## src/rtl/proc_instr_feeder.sv

```systemverilog
// proc_instr_feeder: program memory plus sequencer that feeds the 16-bit proc
// core over its DIN/Run/Done handshake. Each instruction gets a one-cycle Run
// pulse. The instruction then completes on Done or after TIMEOUT wait cycles,
// whichever comes first, and the sequencer moves on to the next one.
module proc_instr_feeder #(
  parameter int AW      = 4,
  parameter int TIMEOUT = 3,
  parameter int CW      = 8
) (
  input  logic          Clock,
  input  logic          Resetn,
  input  logic          WrEn,
  input  logic [AW-1:0] WrAddr,
  input  logic [15:0]   WrData,
  input  logic          Start,
  input  logic [AW:0]   Len,
  input  logic          Stop,
  input  logic          Done,
  output logic [15:0]   DOUT,
  output logic          Run,
  output logic          Busy,
  output logic [AW-1:0] PC,
  output logic          Finished,
  output logic [CW-1:0] TimeoutCnt
);

  localparam int DEPTH = 1 << AW;
  // Wait counter only needs to reach TIMEOUT-1.
  localparam int WW = (TIMEOUT < 2) ? 1 : $clog2(TIMEOUT + 1);
  localparam logic [WW-1:0] WAIT_LAST = WW'(TIMEOUT - 1);
  localparam logic [WW-1:0] WAIT_ONE  = WW'(1);
  localparam logic [AW-1:0] PC_ONE    = AW'(1);
  localparam logic [AW:0]   REM_ONE   = (AW + 1)'(1);
  localparam logic [AW:0]   LEN_ZERO  = (AW + 1)'(0);
  localparam logic [CW-1:0] TCNT_ONE  = CW'(1);
  localparam logic [CW-1:0] TCNT_MAX  = {CW{1'b1}};

  typedef enum logic [1:0] {
    S_IDLE  = 2'd0,
    S_ISSUE = 2'd1,
    S_WAIT  = 2'd2,
    S_FIN   = 2'd3
  } state_e;

  state_e          state_q, state_d;
  logic [15:0]     mem_q [DEPTH];
  logic [AW-1:0]   pc_q, pc_d;
  logic [AW:0]     rem_q, rem_d;
  logic [WW-1:0]   wcnt_q, wcnt_d;
  logic [CW-1:0]   tcnt_q, tcnt_d;
  logic            stop_q, stop_d;
  logic [15:0]     dout_q, dout_d;
  logic            run_q, run_d;
  logic            busy_q, busy_d;
  logic            fin_q, fin_d;

  logic            in_wait_s;
  logic            wait_expired_s;
  logic            complete_s;
  logic            timeout_ev_s;
  logic            stop_pend_s;
  logic            last_s;

  // Completion conditions in WAIT; Done takes priority over the timeout.
  always_comb begin
    in_wait_s      = (state_q == S_WAIT);
    wait_expired_s = (wcnt_q == WAIT_LAST);
    complete_s     = in_wait_s && (Done || wait_expired_s);
    timeout_ev_s   = in_wait_s && !Done && wait_expired_s;
    stop_pend_s    = stop_q || Stop;
    last_s         = (rem_q == REM_ONE);
  end

  // Program memory write port, locked out while a program is running.
  always_ff @(posedge Clock) begin
    if (WrEn && !busy_q) begin
      mem_q[WrAddr] <= WrData;
    end
  end

  // FSM state register.
  always_ff @(posedge Clock or negedge Resetn) begin
    if (!Resetn) begin
      state_q <= S_IDLE;
    end else begin
      state_q <= state_d;
    end
  end

  // FSM next-state logic.
  always_comb begin
    state_d = state_q;
    case (state_q)
      S_IDLE: begin
        if (Start) begin
          state_d = (Len == LEN_ZERO) ? S_FIN : S_ISSUE;
        end else begin
          state_d = S_IDLE;
        end
      end
      S_ISSUE: state_d = S_WAIT;
      S_WAIT: begin
        if (complete_s) begin
          state_d = (last_s || stop_pend_s) ? S_FIN : S_ISSUE;
        end else begin
          state_d = S_WAIT;
        end
      end
      S_FIN:   state_d = S_IDLE;
      default: state_d = S_IDLE;
    endcase
  end

  // Sequencer datapath: PC, remaining count, wait timer, timeout tally, stop flag.
  always_comb begin
    pc_d   = pc_q;
    rem_d  = rem_q;
    wcnt_d = wcnt_q;
    tcnt_d = tcnt_q;
    stop_d = stop_q;
    case (state_q)
      S_IDLE: begin
        if (Start && (Len != LEN_ZERO)) begin
          pc_d   = '0;
          rem_d  = Len;
          tcnt_d = '0;
        end else begin
          pc_d   = pc_q;
          rem_d  = rem_q;
          tcnt_d = tcnt_q;
        end
      end
      S_ISSUE: begin
        wcnt_d = '0;
        if (Stop) begin
          stop_d = 1'b1;
        end else begin
          stop_d = stop_q;
        end
      end
      S_WAIT: begin
        if (Stop) begin
          stop_d = 1'b1;
        end else begin
          stop_d = stop_q;
        end
        if (complete_s) begin
          pc_d   = pc_q + PC_ONE;
          rem_d  = rem_q - REM_ONE;
          wcnt_d = '0;
        end else begin
          wcnt_d = wcnt_q + WAIT_ONE;
        end
        if (timeout_ev_s && (tcnt_q != TCNT_MAX)) begin
          tcnt_d = tcnt_q + TCNT_ONE;
        end else begin
          tcnt_d = tcnt_q;
        end
      end
      S_FIN: begin
        stop_d = 1'b0;
      end
      default: begin
        stop_d = 1'b0;
      end
    endcase
  end

  // FSM output decode, computed from the next state so outputs can be registered.
  always_comb begin
    run_d  = (state_d == S_ISSUE);
    busy_d = (state_d == S_ISSUE) || (state_d == S_WAIT);
    fin_d  = (state_d == S_FIN);
    if (state_d == S_ISSUE) begin
      dout_d = mem_q[pc_d];
    end else begin
      dout_d = dout_q;
    end
  end

  // Datapath and output registers.
  always_ff @(posedge Clock or negedge Resetn) begin
    if (!Resetn) begin
      pc_q   <= '0;
      rem_q  <= '0;
      wcnt_q <= '0;
      tcnt_q <= '0;
      stop_q <= 1'b0;
      dout_q <= 16'h0000;
      run_q  <= 1'b0;
      busy_q <= 1'b0;
      fin_q  <= 1'b0;
    end else begin
      pc_q   <= pc_d;
      rem_q  <= rem_d;
      wcnt_q <= wcnt_d;
      tcnt_q <= tcnt_d;
      stop_q <= stop_d;
      dout_q <= dout_d;
      run_q  <= run_d;
      busy_q <= busy_d;
      fin_q  <= fin_d;
    end
  end

  assign DOUT       = dout_q;
  assign Run        = run_q;
  assign Busy       = busy_q;
  assign PC         = pc_q;
  assign Finished   = fin_q;
  assign TimeoutCnt = tcnt_q;

endmodule

```

## config.mk

```make
export PLATFORM = sky130hd
export DESIGN_NAME = proc_instr_feeder
export DESIGN_NICKNAME = d
export VERILOG_FILES = /design/src/rtl/proc_instr_feeder.sv
export SDC_FILE = /design/constraint.sdc
export NUM_CORES = 1
export LEC_CHECK = 0
export ABC_AREA = 1
export ABC_CLOCK_PERIOD_IN_PS = 4300
export BUFFER_PORTS_ARGS = -buffer_cell sky130_fd_sc_hd__buf_2
export CAP_MARGIN = 5
export CORE_MARGIN = 2
export CORE_UTILIZATION = 60
export CTS_CLUSTER_DIAMETER = 40
export CTS_CLUSTER_SIZE = 24
export DETAILED_ROUTE_END_ITERATION = 8
export GPL_TIMING_DRIVEN = 1
export HOLD_SLACK_MARGIN = 0.1
export PLACE_DENSITY = 0.8
export SYNTH_ARGS = -nofsm -noshare
export SYNTH_HDL_FRONTEND = slang
export SYNTH_SLANG_ARGS = --single-unit
```

## constraint.sdc

```tcl
create_clock -name Clock -period 4.3 [get_ports Clock]
set_input_delay 0.645 -clock Clock [delete_from_list [all_inputs] [get_ports Clock]]
set_output_delay 0.645 -clock Clock [all_outputs]
set_load 0.01 [all_outputs]
```

Word-level counts from Yosys, hierarchy flattened
Memory sizes are Yosys's and may differ from the RTL's. A register that Yosys moved wholly into a read port is not among the register bits.
Index checks and enable logic that the tools add are counted.
Widths: inputs -> output; s select.
{"block": "totals", "reg_bits": 25, "mem_bits_rw": 256, "input_bits": 31, "output_inout_bits": 31, "word_cells": 70, "n_memories": 1}
{"name": "mem_q", "depth": 16, "width": 16, "rd": 1, "rd_clocked_by_memory_dff": 1, "write_ports": 1, "line_no": "46", "source": "logic [15:0] mem_q [DEPTH];"}
{"block": "classes", "addsub": 4, "eq_ne": 13, "mux": 20, "n_reduce_logical": 23}
{"op": "$mux 8", "count": 2}
{"op": "$pmux 8 s2", "count": 1}
{"op": "$eq 2x2->1 const B", "count": 5}
{"op": "$mux 2", "count": 5}
{"op": "$mux 5", "count": 2}
{"op": "$pmux 5 s2", "count": 1}
{"op": "$add 8x1->8 const B", "count": 1}
{"op": "$mux 4", "count": 2}
{"op": "$ne 8x8->1 const B", "count": 1}
{"op": "$pmux 2 s4", "count": 1}
{"op": "$pmux 4 s2", "count": 1}
{"op": "$logic_and 1x1->1", "count": 6}
{"op": "$ne 2x1->1 const B", "count": 3}
{"op": "$reduce_and 3->1", "count": 2}
{"op": "$reduce_bool 2->1", "count": 3}
{"op": "$eq 5x1->1 const B", "count": 1}
{"op": "$logic_not 5->1", "count": 1}
{"op": "$reduce_bool 5->1", "count": 1}
{"op": "$sub 5x1->5 const B", "count": 1}
{"op": "$add 4x1->4 const B", "count": 1}
{"op": "$eq 2x1->1 const B", "count": 2}
{"op": "$logic_or 1x1->1", "count": 4}
{"op": "$pmux 2 s2", "count": 1}
{"op": "$logic_not 1->1", "count": 3}
{"op": "7 further kinds", "count": 9}

Longest topological paths before layout
Gate-level depths: netlist (run 1).
{"block": "depth", "word_depth": 7, "ltp_mapped": 17}

Worst setup path after synthesis (run 1)
No wires, ideal clock.
{"block": "synth_path", "kind": "input -> register", "from": "input Done", "to": "register dout_q[0], in the netlist DOUT[0], read port of mem_q", "setup_ps": 66, "arrival_ps": 2072, "slack_ps": 2162, "cell_stages": 10, "cell_sequence": "nor2_1 > nor3_1 > a211oi_1 > nor3_1 > ha_1 > clkbuf_1 > inv_1 > clkbuf_1 > nand2_1 > nand2_1"}
{"block": "synth_between", "elab_chain_cells": 5, "elab_cells_between_ends": 7, "classes_between": "eq/ne: 1; mux: 4; reduce/logical: 2"}
{"element": "from (decl)", "line_no": "18", "source": "input logic Done,"}
{"element": "$logic_or 1x1->1", "line_no": "68", "source": "complete_s = in_wait_s && (Done || wait_expired_s);"}
{"element": "$logic_and 1x1->1", "line_no": "68"}
{"element": "$mux 2", "line_no": "103", "source": "if (complete_s) begin"}
{"element": "$pmux 2 s4", "line_no": "93", "source": "case (state_q)"}
{"element": "$eq 2x1->1"}
{"element": "net run_d", "line_no": "53", "source": "logic run_q, run_d;"}
{"element": "to (decl)", "line_no": "52", "source": "logic [15:0] dout_q, dout_d;"}
The timed path passes the listed nets, and every way through them passes these cells.
A chain may end at the register's enable or synchronous reset.

Final worst setup path (run 1)
{"block": "layout_path", "from": "register state_q[0]", "to": "register dout_q[7], in the netlist DOUT[7], read port of mem_q"}
{"block": "layout_between", "elab_chain_cells": 5, "elab_cells_between_ends": 10, "classes_between": "eq/ne: 4; mux: 4; reduce/logical: 2"}
{"element": "from (decl)", "line_no": "45", "source": "state_e state_q, state_d;"}
{"element": "from (signal assigned)", "line_no": "86", "source": "state_q <= state_d;"}
{"element": "$eq 2x2->1", "line_no": "66, 93, 121"}
{"element": "$logic_and 1x1->1", "line_no": "68"}
{"element": "$mux 2", "line_no": "103"}
{"element": "$pmux 2 s4", "line_no": "93"}
{"element": "$eq 2x1->1", "line_no": "174", "source": "if (state_d == S_ISSUE) begin"}
Several ways; a longest one is shown, not always the timed one.

==> run metrics, run 1 <==
placed cells=~1600; core area=~0.022 mm^2; clock skew=about 0.03 ns; final worst path period need=3.579 ns; filler instances=1508; clock share of power=0.320; iteration count of the initial detailed-routing pass=5; Critical Path Start=state_q[0]; yosys warns=0; cell taking the most area after synthesis=edfxtp_1; first-pass GRT wire length=51070 um; postcts setup bufs=0; Iteration-0 DRC Markers=1340; most frequent cell after synthesis=nand3_1; final worst-path cycle share=0.8324; layout cells sized above 1=0.1348; Hold Crit Class=primary input to asynchronous set/reset pin; EDFF count, synth=256; sequential fraction of the synthesis area=0.6507; mapped cell area=0.01339 mm^2; Avg Vias per Cell=5.842; total wire length=~33000 um; top sig layer=met5; vias in the first global route=9241; CP Data Required Time=4.74 ns; crit path DAT=between 4 and 5 ns; Leak=0.006569 uW; Syn-to-layout area delta=14.00%; CTS Hold Bufs=0; Max FO, Critical Path=48; Avg Synthesized Cell Area=10.42 um^2; Setup TNS=0 ns; Mapped Cells=1285; initial antenna violation count=2; most frequently used flop master after synthesis=edfxtp_1; DRC=0; Critical R2R Launch=state_q[0]; power share of the sequential group=0.343; Synth area leaders=edfxtp_1, nand3_1, dfrtp_1; startpoint types=flip-flop; final hold viol count=0; unrepaired setup endpoints after global routing=no; Reg clk slew, reported paths=~0.070 ns; combinational power share=0.337; clk sinks=297; Die Y=153.4 um; gr ovfl total=0; worst slew pin tran=1.081 ns; Final Util=0.6973; Sw Share=0.3837; max_cap viols=0; Setup WS pre-CTS=0.7426 ns; Die W=approximately 150 um; DRT antenna net count=0; Slew Limit Fails=0; Final HPWL DP=between 15000 and 20000 um; post-synth top area share=0.5741; Synth async-reset ratio=0.1380; GP Congestion=0.8736; Post-synth top cells=nand3_1, edfxtp_1, nand2_1, inv_1, nand3b_1; fin nets=1384; PD cells=about 660 mW/mm^2; Hold Slack=0.3140 ns; relative slew slack=0.2796; later-pin clock latency in the skew report=0.54 ns; port bufs=61; slack of the critical path=between 0.7 and 0.8 ns; WL per Instance=roughly 20 um; clock buffer count from CTS=37; routed wl met3=3861 um; Max Freq=279.4 MHz; Crit Path Category=flip-flop to flip-flop; # IOs=62; Unique masters post-synth=29; worst vdd ir=approximately 620 uV; Seq cells post-synth=297; Tot GR Track Use=0.2837; Max clock buf depth=3; CTS Root Cell=clkbuf_16; Pint=6233 uW; row count=54; # resized after CTS=0; Starting Density=0.6117; largest net degree at the start of global routing=65; full die area=~0.024 mm^2; total number of vias=9657; Post-Layout Cell Count=1653; DR WL met2=15270 um; Setup crit end kind=flip-flop; P_sw=3881 uW; Setup-failing EPs final=0; Met1 Wirelength=12750 um; status=finished, final reports clean; H-tree depth=2; CTS tree=done; syn nets=1326
[path summary, 6_finish.rpt]
path,depth (start not counted),slack (ns),end
worst max-delay path,15,0.72,DOUT[7]
worst min-delay path,1,0.31,DOUT[7]
worst max register to register,15,0.72,DOUT[7]
worst min register to register,2,0.47,DOUT[6]
max in group asynchronous,1,3.31,TimeoutCnt[4]
min in group Clock,3,0.40,rem_q[1]
[worst max-delay path, cell delays in order (launching register included)]
cell     delay (ns)
dfrtp_1        0.35
inv_1          0.07
ha_1           0.35
inv_2          0.23
nor2_1         0.11
nor2_1         0.18
nand3_4        0.49
nand2_4        0.57
buf_4          0.45
nand2_1        0.12
nand3_1        0.11
nand3_1        0.14
nand3_1        0.13
nand2_1        0.07
nand2_1        0.05
nand2_1        0.04
[layout by cell type (no fill, tap or decap), types with 4 or more instances in the layout]
| cell type | instances |
|---|---|
| nand3_1 | 297 |
| edfxtp_1 | 256 |
| nand2_1 | 230 |
| inv_1 | 224 |
| nand3b_1 | 66 |
| buf_2 | 61 |
| dfrtp_1 | 41 |
| clkbuf_16 | 38 |
| buf_4 | 25 |
| o21ai_0 | 18 |
| nor2_1 | 17 |
| nor2_2 | 16 |
| a21oi_1 | 10 |
| ha_1 | 10 |
| inv_6 | 7 |
| nor3_1 | 5 |
| inv_2 | 4 |
| inv_8 | 4 |
[per-stage QoR]
stage | instance area (um^2) | power, uW
5_1_grt | 15260 | 10610
2_1_floorplan | 13390 | 5991
3_5_place_dp | 13950 | 6837
3_3_place_gp | 13950 | 6724
6_report | 15260 | 10110
4_1_cts | 15260 | 10080
[area by class of cell]
class                      instances  area, um^2  area share
sequential                       297        8713      0.5708
multi-input combinational        690        3492      0.2288
clock buffer                      41       972.2     0.06369
inverter                         229       860.8     0.05639
timing repair buffer              88       533.0     0.03492
tap                              280       350.3     0.02295
clock inverter                    27       340.3     0.02230
antenna                            1       2.502   0.0001639
[cell families (layout without fill, tap and decap cells)]
family                     Yosys count  in the layout  synth area share
AOI/OAI and AO/OA                   35             35           0.01504
and+or+nand+nor                    643            643            0.2304
xor gates and xnor gates             2              2          0.001308
DFF                                297            297            0.6507
adders and majority gates           10             10          0.009344
other                                0              1                 0
buffers and inverters              298            385           0.09316
[sequential cells by signal (all words and copies together) (netlist names)]
name        flops
Busy            1
DOUT           16
Finished        1
PC              4
Run             1
TimeoutCnt      8
mem_q         256
rem_q           5
state_q         2
stop_q          1
wcnt_q          2
[layer usage]
layer | global-route usage | up-vias
met2 | 0.4475 | 607
met1 | 0.3986 | 4552
li1 | - | 4402
met5 | 0 | -
met4 | 0.1088 | 4
met3 | 0.05103 | 92
[power by group through the flow]
stage / clock network, uW / registers [uW] / logic (uW)
2_1_floorplan: 0 / 3530 / 2460
3_3_place_gp: 0 / 3520 / 3200
3_5_place_dp: 0 / 3520 / 3310
4_1_cts: 3250 / 3470 / 3360
5_1_grt: 3360 / 3480 / 3770
6_report: 3230 / 3470 / 3410
Note: power is estimated with default switching activity, not from simulation.
==> run 2: changes to the inputs <==
Settings changed: ABC_CLOCK_PERIOD_IN_PS 4300 to 3200, CORE_UTILIZATION 60 to 56, PLACE_DENSITY 0.8 to 0.79.
Clock period 4.3 ns to 3.2 ns, I/O delays scaled along.
==> run metrics, run 2 (synthesized netlist as in run 1, its figures left out) <==
slack of the critical path=0.5122 ns (-0.2084 ns); final worst-path cycle share=0.8400 (+0.007513); # IOs=62 (unchanged); Ant. Diodes=0 (-1); Iteration-0 DRC Markers=1282 (-4.3%); Max Freq=372.0 MHz (+33%); unrepaired setup endpoints after global routing=no; port bufs=61 (unchanged); most frequent cells in the layout=nand3_1, edfxtp_1, nand2_1; Avg Vias per Cell=5.706 (-2.3%); CP Data Required Time=3.61 ns (-1.13 ns); DRT antenna net count=0 (unchanged); # resized after CTS=0 (unchanged); final worst path period need=2.688 ns (-0.8916 ns); H-tree depth=2 (unchanged); Die W=158.6 um (+3.4%); worst vdd ir=789.1 uV (+26%); max_cap viols=0 (unchanged); row count=56 (+3.7%); Slew Limit Fails=0 (unchanged); Final Util=0.6549 (-0.04240); Leak=0.006575 uW (about the same); startpoint types=flip-flop; crit path DAT=3.10 ns (-0.92 ns); CTS Hold Bufs=0 (unchanged); full die area=0.02516 mm^2 (+6.9%); Max clock buf depth=3 (unchanged); largest net degree at the start of global routing=129 (+98%); Max FO, Critical Path=53 (+10%); relative slew slack=0.2884 (+0.008826); status=finished, final reports clean; iteration count of the initial detailed-routing pass=5 (unchanged); clock buffer count from CTS=37 (unchanged); final hold viol count=0 (unchanged); max FFs per register=256 (unchanged); fin nets=1385 (+0.072%); Critical Path Start=state_q[0]; Syn-to-layout area delta=14.80%; Post-Layout Cell Count=1690 (+2.2%); clock skew=0.02365 ns (-0.006254 ns); Reg clk slew, reported paths=0.06 ns (about the same); total wire length=33790 um (+2.5%); gr ovfl total=0 (unchanged); Biggest register=mem_q; Setup crit end kind=flip-flop; postcts setup bufs=0 (unchanged); Setup-failing EPs final=0 (unchanged); Hold Crit Class=primary input to asynchronous set/reset pin; Setup TNS=0 ns (unchanged); commonest non-fill, non-tap cell in the layout=nand3_1; first-pass GRT wire length=51610 um (+1.0%); later-pin clock latency in the skew report=0.54 ns (about the same); Setup WS pre-CTS=0.5854 ns (-0.1571 ns); Finished Cell Area=0.01537 mm^2 (+0.70%); worst slew pin tran=1.067 ns (-0.01324 ns); Final HPWL DP=18190 um (about the same); placed cells=1624 (+2.5%); CTS tree=done; Tot GR Track Use=0.2756 (-0.008036); total number of vias=9643 (-0.14%); CTS Root Cell=clkbuf_16; worst r2r dst=DOUT[11]; DP Area=0.01406 mm^2 (+0.76%); Starting Density=0.5705 (-0.04121); GP Congestion=0.8611 (-1.4%); R2R setup slack=0.51 ns (-0.21 ns); clk sinks=297 (unchanged); vias in the first global route=9394 (+1.7%); core area=0.02347 mm^2 (+7.2%); Crit Path Category=flip-flop to flip-flop; layout cells sized above 1=0.1306 (-0.004278); initial antenna violation count=3 (+1); DRC=0 (unchanged); Critical R2R Launch=state_q[0]; Setup crit end=DOUT[11]; WL per Instance=19.99 um (+0.21%); Reg2Reg Depth=15 (unchanged); Die Y=158.6 um (+3.4%); PD cells=899.2 mW/mm^2 (+36%)
-- run 2: cell types whose count changed in the layout (fill, tap and decap cells not counted) --
cell        change
buf_12          +4
buf_4           -3
bufinv_16       +3
clkbuf_1        +4
clkinv_1        +1
clkinv_2        -1
clkinv_4        -3
clkinvlp_4      +3
diode_2         -1
inv_12          -1
inv_6           -4
inv_8           -4
-- run 2: critical path, cell delays in order, from the launching register on --
cell	delay (ns)
dfrtp_1	0.36
inv_1	0.08
ha_1	0.22
inv_2	0.18
nor2_1	0.12
nor2_1	0.21
nand3_4	0.13
nand2_4	0.09
buf_4	0.50
nand2_1	0.10
nand3_1	0.10
nand3_1	0.11
nand3_1	0.14
nand2_1	0.09
nand2_1	0.06
nand2_1	0.05
-- run 2: layout make-up --
cell class | instances | area, um^2
fillers | 1690 | 8100
repair buffers | 89 | 590.6
clock buffers | 45 | 987.2
well taps | 319 | 399.1
clock inverters | 21 | 329.1
inverters | 229 | 860.8
flip-flops and latches | 297 | 8713
multi-input cells | 690 | 3492
-- run 2: stage by stage --
stage               total power, uW  hold WS (ns)
floorplan                      8050        0.1844
global placement               9207        0.4603
detailed placement             9356        0.4824
CTS                           13790        0.1759
global route                  14540        0.2113
finish                        13820        0.1516
-- run 2: how the worst min path moves through the flow --
stage | startpoint | to | slack, ns | depth (start not counted)
2_1_floorplan | Resetn | Busy | 0.18 | 0
5_1_grt | Resetn | rem_q[1] | 0.21 | 1
3_5_place_dp | DOUT[14] | DOUT[14] | 0.48 | 2
3_3_place_gp | DOUT[6] | DOUT[6] | 0.46 | 2
6_report | Resetn | rem_q[1] | 0.15 | 1
4_1_cts | Resetn | rem_q[2] | 0.18 | 1
-- run 2: routing by layer --
| metal | global-route usage | vias up | routed length [um] |
|---|---|---|---|
| met1 | 0.3663 | 4511 | 12770 |
| met4 | 0.1025 | 4 | 1057 |
| met5 | 0 | - | 24 |
| li1 | - | 4397 | - |
| met3 | 0.05934 | 107 | 4153 |
| met2 | 0.4496 | 624 | 15780 |
-- run 2: power breakdown --
group	leakage, uW	total (uW)	switching, uW	internal, uW
logic	0.00312	4730	3290	1430
registers	0.00283	4690	212	4470
clock network	0.000618	4410	1680	2730
total	0.00658	13800	5180	8640
==> run 3: changes to the inputs <==
Settings changed: ABC_CLOCK_PERIOD_IN_PS 3200 to 2150.
Clock period 3.2 ns to 2.15 ns, I/O delays scaled along.
==> run metrics, run 3 (synthesized netlist as in run 1, its figures left out) <==
layout cells sized above 1=0.3006 (+0.1700); # IOs=62 (unchanged); row count=56 (unchanged); Final HPWL DP=20310 um (+12%); commonest non-fill, non-tap cell in the layout=edfxtp_1; DRC=0 (unchanged); Crit Path Category=flip-flop to flip-flop; Die Y=158.6 um (unchanged); Slew Limit Fails=0 (unchanged); CTS tree=done; Iteration-0 DRC Markers=2083 (+62%); core area=0.02347 mm^2 (unchanged); first-pass GRT wire length=61210 um (+19%); Reg clk slew, reported paths=0.07 ns (about the same); max_cap viols=0 (unchanged); Setup crit end=DOUT[15]; startpoint types=flip-flop; final worst path period need=2.423 ns (-0.2644 ns); Tot GR Track Use=0.3328 (+0.05717); clock skew=0.03521 ns (+0.01156 ns); initial antenna violation count=3 (unchanged); unrepaired setup endpoints after global routing=yes; H-tree depth=2 (unchanged); later-pin clock latency in the skew report=0.55 ns (about the same); largest net degree at the start of global routing=36 (-72%); Post-Layout Cell Count=1808 (+7.0%); Critical R2R Launch=wcnt_q[0]; placed cells=1673 (+3.0%); fin nets=1498 (+8.2%); gr ovfl total=0 (unchanged); Avg Vias per Cell=6.459 (+13%); slack of the critical path=-0.2735 ns (-0.7856 ns); R2R setup slack=-0.27 ns (-0.79 ns); GP Congestion=0.8445 (-1.9%); worst r2r dst=DOUT[15]; relative slew slack=0.5554 (+0.2669); violated checks=negative setup slack; CTS Root Cell=clkbuf_16; Setup-failing EPs final=16 (+16); full die area=0.02516 mm^2 (unchanged); crit path DAT=2.85 ns (-0.25 ns); Syn-to-layout area delta=34.82%; Max Freq=412.6 MHz (+11%); total wire length=49500 um (+46%); clock buffer count from CTS=38 (+2.7%); Hold Slack=0.1303 ns (-0.02123 ns); Reg2Reg Depth=16 (+1); PD cells=1515 mW/mm^2 (+68%); Starting Density=0.5705 (unchanged); most frequent cells in the layout=edfxtp_1, inv_1, nand3_1; final hold viol count=0 (unchanged); max FFs per register=256 (unchanged); DRT antenna net count=0 (unchanged); port bufs=61 (unchanged); Max clock buf depth=3 (unchanged); Leak=0.007758 uW (+18%); iteration count of the initial detailed-routing pass=9 (+4); clk sinks=297 (unchanged); Die W=158.6 um (unchanged); Biggest register=mem_q; filler instances=1180 (-30%); Final Util=0.7691 (+0.1142); Critical Path Start=wcnt_q[0]; status=complete, but fails checks; final worst-path cycle share=1.127 (+0.2872); total number of vias=11677 (+21%); Hold Crit Class=primary input to flip-flop; CP Data Required Time=2.58 ns (-1.03 ns); worst vdd ir=917.3 uV (+16%); worst slew pin tran=0.6670 ns (-0.4004 ns); WL per Instance=27.38 um (+37%); Max FO, Critical Path=8 (-85%); Setup crit end kind=flip-flop; vias in the first global route=10548 (+12%)
run 3: timing repair:
item / CTS / global route
hold endpoints to repair: 24 / 0
setup endpoints to repair: 16 / 17
pin swaps: 20 / 63
setup buffers: 19 / 21
hold buffers: 3 / 0
gates resized for setup: 66 / 163
cloned: 17 / 12
run 3: report_power, final:
group	switching, uW	internal [uW]	total (uW)
combinational	7990	5680	13700
clock	2720	3970	6690
sequential	338	6660	7000
run 3: worst min-delay path by stage:
stage / to / start / depth (start not counted)
floorplan: Busy / Resetn / 0
global placement: rem_q[2] / Resetn / 1
detailed placement: rem_q[2] / Resetn / 1
CTS: stop_q / Stop / 4
global route: rem_q[2] / Len[2] / 3
finish: rem_q[2] / Len[2] / 3
run 3: worst max-delay path, cell delays in order, from the launching register on:
cell and delay (ns):
dfrtp_1 0.35, inv_1 0.05, ha_2 0.19, nor2_1 0.35, nor2_4 0.09, nand2_2 0.09, nand3_2 0.09, nand3_4 0.10
nand2_8 0.12, buf_12 0.18, buf_12 0.14, nand3_1 0.10, nand3_1 0.13, nand3_2 0.11, nand2_2 0.07, nand2_1 0.07
nand2_1 0.08
run 3: through the flow:
stage               cell area, um^2  setup WS [ns]  total power (uW)  setup TNS [ns]
global placement              14760     0.00003619             14650               0
global route                  18050        -0.2979             27910          -3.635
detailed placement            14760       -0.09629             14830         -0.5181
floorplan                     13390        0.06637             11980               0
CTS                           17040       -0.03233             23920         -0.1347
finish                        18050        -0.2735             27350          -2.729
run 3: per-layer routing:
layer,vias up,track usage,share of wire
li1,4649,-,-
met1,5369,0.4207,0.31
met2,1261,0.5310,0.45
met3,394,0.09744,0.16
met4,4,0.1574,0.079
met5,-,0,0.00055
run 3: area by class of cell:
type                       instances  area (um^2)  area share
timing repair buffer             200         2452      0.1358
clock inverter                    25        311.5     0.01726
tap                              319        399.1     0.02211
sequential                       297         8713      0.4827
clock buffer                      45        987.2     0.05469
inverter                         229        865.8     0.04796
multi-input combinational        691         4318      0.2392
antenna                            2        5.005   0.0002772
